[config.mk]
export PLATFORM = sky130hd
export DESIGN_NAME = gain_ramp
export DESIGN_NICKNAME = d
export VERILOG_FILES = /design/src/rtl/gain_ramp.sv
export SDC_FILE = /design/constraint.sdc
export NUM_CORES = 1
export LEC_CHECK = 0
export CAP_MARGIN = 20
export CORE_ASPECT_RATIO = 0.6
export CORE_MARGIN = 2
export CORE_UTILIZATION = 46
export DETAILED_ROUTE_END_ITERATION = 12
export HOLD_SLACK_MARGIN = 0.12
export PLACE_DENSITY = 0.64
export SLEW_MARGIN = 30
export SYNTH_ARGS = -nofsm -noshare
export SYNTH_HDL_FRONTEND = slang
export SYNTH_SLANG_ARGS = --single-unit
export TNS_END_PERCENT = 5
[constraint.sdc]
create_clock -name clk -period 6.2 [get_ports clk]
set_input_delay 1.24 -clock clk [delete_from_list [all_inputs] [get_ports clk]]
set_output_delay 1.24 -clock clk [all_outputs]
set_load 0.1 [all_outputs]
[src/rtl/gain_ramp.sv]
// gain_ramp: programmable per-sample gain with click-free linear ramping.
// Gain changes and mute move gain_cur toward the effective target by at most
// RAMP_STEP per valid input sample. Samples are scaled by gain_cur (Q2.(GW-2))
// in a two-stage pipeline, then rounded half up and saturated to DW bits.
// Optional feature macro: GAIN_RAMP_CLIP_CNT_EN enables the saturating
// clip_count counter; otherwise clip_count is tied to 0.
module gain_ramp #(
  parameter int DW        = 24,
  parameter int GW        = 16,
  parameter int RAMP_STEP = 16
) (
  input  logic          clk,
  input  logic          rst,
  input  logic          in_valid,
  input  logic [DW-1:0] in_sample,
  input  logic [GW-1:0] target_gain,
  input  logic          mute,
  output logic          out_valid,
  output logic [DW-1:0] out_sample,
  output logic [GW-1:0] gain_cur,
  output logic          ramp_busy,
  output logic          clip,
  output logic [15:0]   clip_count
);

  localparam int PW = DW + GW + 1;

  localparam logic [1:0] HOLD = 2'd0;
  localparam logic [1:0] UP   = 2'd1;
  localparam logic [1:0] DOWN = 2'd2;

  localparam logic [GW-1:0]        STEP       = GW'(RAMP_STEP);
  localparam logic signed [PW-1:0] ROUND_BIAS = PW'(1) << (GW - 3);
  localparam logic signed [PW-1:0] SAT_MAX    = {{(PW-DW+1){1'b0}}, {(DW-1){1'b1}}};
  localparam logic signed [PW-1:0] SAT_MIN    = {{(PW-DW+1){1'b1}}, {(DW-1){1'b0}}};

  logic [GW-1:0]        eff_target;
  logic [1:0]           ramp_state;
  logic [GW-1:0]        diff;
  logic [GW-1:0]        step;
  logic [GW-1:0]        gain_next;
  logic signed [PW-1:0] sample_ext;
  logic signed [PW-1:0] gain_ext;
  logic signed [PW-1:0] prod_q;
  logic                 valid_q;
  logic signed [PW-1:0] rounded;
  logic signed [PW-1:0] shifted;
  logic                 sat_hi;
  logic                 sat_lo;

  assign eff_target = mute ? '0 : target_gain;
  assign ramp_busy  = (gain_cur != eff_target);

  // Decide ramp direction and the clamped step so the gain never overshoots.
  always_comb begin
    // NOTE: every always_comb output gets a default first so no path infers a latch.
    ramp_state = HOLD;
    diff       = '0;
    gain_next  = gain_cur;
    if (gain_cur < eff_target) begin
      ramp_state = UP;
      diff       = eff_target - gain_cur;
    end else if (gain_cur > eff_target) begin
      ramp_state = DOWN;
      diff       = gain_cur - eff_target;
    end
    step = (diff < STEP) ? diff : STEP;
    case (ramp_state)
      UP:      gain_next = gain_cur + step;
      DOWN:    gain_next = gain_cur - step;
      default: gain_next = gain_cur;
    endcase
  end

  // Advance the gain one step per accepted sample.
  always_ff @(posedge clk or negedge rst) begin
    // NOTE: sequential state uses non-blocking assignments so all registers update together.
    if (!rst) begin
      gain_cur <= '0;
    end else if (in_valid) begin
      gain_cur <= gain_next;
    end
  end

  assign sample_ext = PW'($signed(in_sample));
  assign gain_ext   = PW'($signed({1'b0, gain_cur}));

  // Stage 1: multiply the sample by the gain in effect before this update.
  always_ff @(posedge clk or negedge rst) begin
    if (!rst) begin
      prod_q  <= '0;
      valid_q <= 1'b0;
    end else begin
      valid_q <= in_valid;
      if (in_valid) begin
        prod_q <= sample_ext * gain_ext;
      end
    end
  end

  assign rounded = prod_q + ROUND_BIAS;
  assign shifted = rounded >>> (GW - 2);
  assign sat_hi  = (shifted > SAT_MAX);
  assign sat_lo  = (shifted < SAT_MIN);

  // Stage 2: round, saturate and hold the result between strobes.
  always_ff @(posedge clk or negedge rst) begin
    if (!rst) begin
      out_valid  <= 1'b0;
      out_sample <= '0;
      clip       <= 1'b0;
    end else begin
      out_valid <= valid_q;
      if (valid_q) begin
        if (sat_hi) begin
          out_sample <= SAT_MAX[DW-1:0];
          clip       <= 1'b1;
        end else if (sat_lo) begin
          out_sample <= SAT_MIN[DW-1:0];
          clip       <= 1'b1;
        end else begin
          out_sample <= shifted[DW-1:0];
          clip       <= 1'b0;
        end
      end
    end
  end

`ifdef GAIN_RAMP_CLIP_CNT_EN
  // Count saturated output samples, sticking at the maximum.
  always_ff @(posedge clk or negedge rst) begin
    if (!rst) begin
      clip_count <= '0;
    end else if (valid_q && (sat_hi || sat_lo) && (clip_count != 16'hFFFF)) begin
      clip_count <= clip_count + 16'd1;
    end
  end
`else
  assign clip_count = '0;
`endif

endmodule

==> flow_summary.ini <==
[run_status]
run_status = complete, but fails checks
failed_checks = negative setup slack

[critical_path]
crit_path_cell_trace = buf_8 -> buf_6 -> buf_6 -> and2_4 -> fa_1 -> fa_1 -> inv_2 -> fa_1 -> fa_1 -> fa_1 -> inv_2 -> fa_1 -> ha_4 -> a21o_1 -> a221o_1 -> a2111oi_4 -> a21oi_4 -> o41a_1 -> a211o_1 -> a21oi_2 -> xnor2_1 -> mux2_4
required_ns = 6.43
timing.critical_path.mode_cell = fa_1
crit_path_max_fanout = 5
worst_path_max_delay_cell = fa_1
worst_setup_path_start_kind = input port
rr_worst_depth = 20
signal_arrival_time_at_the_worst_endpoint_ns = 7.40
crit-reg2reg-launch = gain_cur[11]$_DFFE_PN0P_
startpoint = in_sample[13]
worst_r2r_endpoint = prod_q[35]$_DFFE_PN0P_
setup.worst_path.end_class = flip-flop
cp_slowest_stage_delay_ns = 0.58
cp-endpoint = prod_q[35]$_DFFE_PN0P_
worst-setup-path-type = in -> reg
register_to_register_setup_slack_ns = -0.79

[global_route]
first_global_vias = 17520
track_usage_pct = 26.38
grt_start_max_net_pins = 72
gr-total-overflow = 0
antenna_found_initial = 0
grt_pass1_wl_um = 90490

[timing]
timing.final.hold_violations = 0
max_slew.worst_pin.slew_ns = 1.027
max_slew_margin_pct = 31.34
slew_viol_final = 0
fin_skew_ns = 0.01639
achievable_frequency_mhz = 139.4
final_min_period_over_clock_period_pct = 115.7
setup-violations-final = 30
period_minus_slack_ns = 7.174
grt_setup_unrepaired = yes
setup_slack_ns = -0.9743
hold_ws_ns = 0.5258

[detailed_routing]
postRouteAntennaNets = 0
route.vias.total = 16260
wl_per_cell_um = 17.52
routed_wl_um = 55940
drt_drc_violations_left = 0
route.detailed.vias_per_inst = 5.091
drtPass1Iterations = 6
dr.first_iter.drc_count = 1023

[worst_hold_path]
timing.hold.worst.class = reg -> reg
depth_of_the_worst_hold_timing_path = 2

[floorplanning]
die_w_um = 268.9
floorplan.initialDensity_pct = 46.42
fp.coreArea_um2 = 41730
rows = 58
ioPinCount = 103
dieHeight_um = 162.9
fp.dieArea_um2 = 43820

[clocking]
cts.sink_count = 71
clock_tree.buffer_depth = 2
holdBufCountCts = 0
clock-root-buffer = clkbuf_16
worstSkewPairLatency_ns = 0.35
number_of_buffers_created_by_cts = 9
cts.clk_slew.worst_paths_ns = 0.06
clock_tree.htree_level_count = 3
cts_tree = built

[final_layout]
finish.net_count = 3188
final_layout_size_suffix_gt1_share_pct = 22.57
fillerInstances = 3664
syn2layout_area_growth_pct = 28.35
n_antenna_cell = 0

[synth]
synth_area_leaders = fa_1, ha_1, dfrtp_1, inv_1, nand2_1
synth_edf_count = 0
async_reset_ff_share_pct = 100.0
synth_flop_cell = dfrtp_1
synth_area_um2 = 19370
mapped_cells = 2216
yosysWarnings = 0
postSynthAreaPerCell_um2 = 8.740
yosysSeqAreaShare_pct = 9.173
synthMostInstantiatedCell = inv_1
yosys.area.top_type_share_pct = 39.07
synth_top_area_cell = fa_1
synth_common_cells = inv_1, fa_1, nand2_1, and2_1, ha_1
yosys_register_bits = 71
synth_cell_type_count = 76

[placed_design]
gp_routability_congestion = 0.9517
detailed_place_hpwl_um = 45390
io_buffer_count = 86

[flow_run]
reported_max_cap_violation_count = 0
metrics by stage:
stage | TNS, ns | util (%) | cells | cell area, um2 | setup WS, ns
after global routing | -24.38 | 59.57 | 3193 | 24860 | -1.229
after floorplan | -13.73 | - | 2231 | 19690 | -0.9830
after global placement | -44.80 | 56.52 | 3133 | 23590 | -1.797
final | -16.27 | 59.57 | 3193 | 24860 | -0.9743
after CTS | -23.21 | 58.16 | 3173 | 24270 | -1.146
after detailed placement | -46.86 | 56.52 | 3133 | 23590 | -1.856
area by class of cell:
type	count	area, um2	area share, %
Multi-Input combinational cell	1576	16010	64.42
Inverter	470	1764	7.097
Tap cell	570	713.2	2.869
Clock buffer	10	229.0	0.9211
Timing Repair Buffer	490	4282	17.22
Clock inverter	6	68.82	0.2768
Sequential cell	71	1788	7.192
worst max-delay path, delay by kind of cell:
kind            cells  cell delay [ns]
xor+xnor            1             0.07
buf+inv             5             0.42
simple gates        1             0.13
mux                 1             0.26
compound gates      7             1.88
fa+ha+maj           7             3.40
kinds of logic (layout without fill, tap and decap cells):
family / Yosys count / in the layout / synth area share (%)
muxes: 25 / 25 / 1.434
DFF: 71 / 71 / 9.173
other: 1 / 16 / 0.01936
xor gates and xnor gates: 80 / 80 / 3.656
and+or+nand+nor: 661 / 661 / 16.57
buffers and inverters: 584 / 976 / 11.67
AOI/OAI and AO/OA: 268 / 268 / 8.844
adders and majority gates: 526 / 526 / 48.63
what timing repair did:
item | CTS | global route
pin swaps | 38 | 50
setup endpoints to repair | 39 | 40
cloned | 2 | 3
resized for setup | 60 | 160
buffers inserted | 22 | 17
placed cells by master, fill, tap and decap left out, types with 16 or more instances in the layout:
master	Yosys	final
xor2_1	28	26
clkdlybuf4s50_1	0	61
dfrtp_1	71	62
and2_1	167	156
a21oi_1	96	83
a21o_1	21	21
o21ai_0	59	45
buf_12	0	21
inv_1	467	456
ha_1	148	131
buf_4	18	358
buf_6	0	26
xnor2_1	51	47
mux2_2	18	16
and3_1	20	19
nand2b_1	30	29
nand2_1	285	274
fa_1	378	366
nor2_1	75	74
conb_1	1	16
nand3_1	32	30
metal layers:
layer / vias up / global-route usage [%] / routed length (um)
met5: - / 0 / 0
met4: 0 / 5.530 / 1099
met3: 79 / 3.855 / 3679
met2: 497 / 42.01 / 25080
met1: 8139 / 38.38 / 26090
li1: 7541 / - / -
state kept, by name (all words and copies together) (netlist names):
| register | count |
|---|---|
| prod_q | 28 |
| out_sample | 24 |
| gain_cur | 16 |
| clip | 1 |
| out_valid | 1 |
| valid_q | 1 |
worst min path at each step:
stage	start	end
final	out_sample[15]$_DFFE_PN0P_	out_sample[15]$_DFFE_PN0P_
after global routing	out_sample[15]$_DFFE_PN0P_	out_sample[15]$_DFFE_PN0P_
after CTS	out_sample[18]$_DFFE_PN0P_	out_sample[18]$_DFFE_PN0P_
after detailed placement	out_sample[18]$_DFFE_PN0P_	out_sample[18]$_DFFE_PN0P_
after global placement	out_sample[12]$_DFFE_PN0P_	out_sample[12]$_DFFE_PN0P_
after floorplan	valid_q$_DFF_PN0_	out_valid$_DFF_PN0_
Power is left out: the tool's default activity adds up to more than one toggle a clock period on the data nets, which glitch-free logic cannot reach.
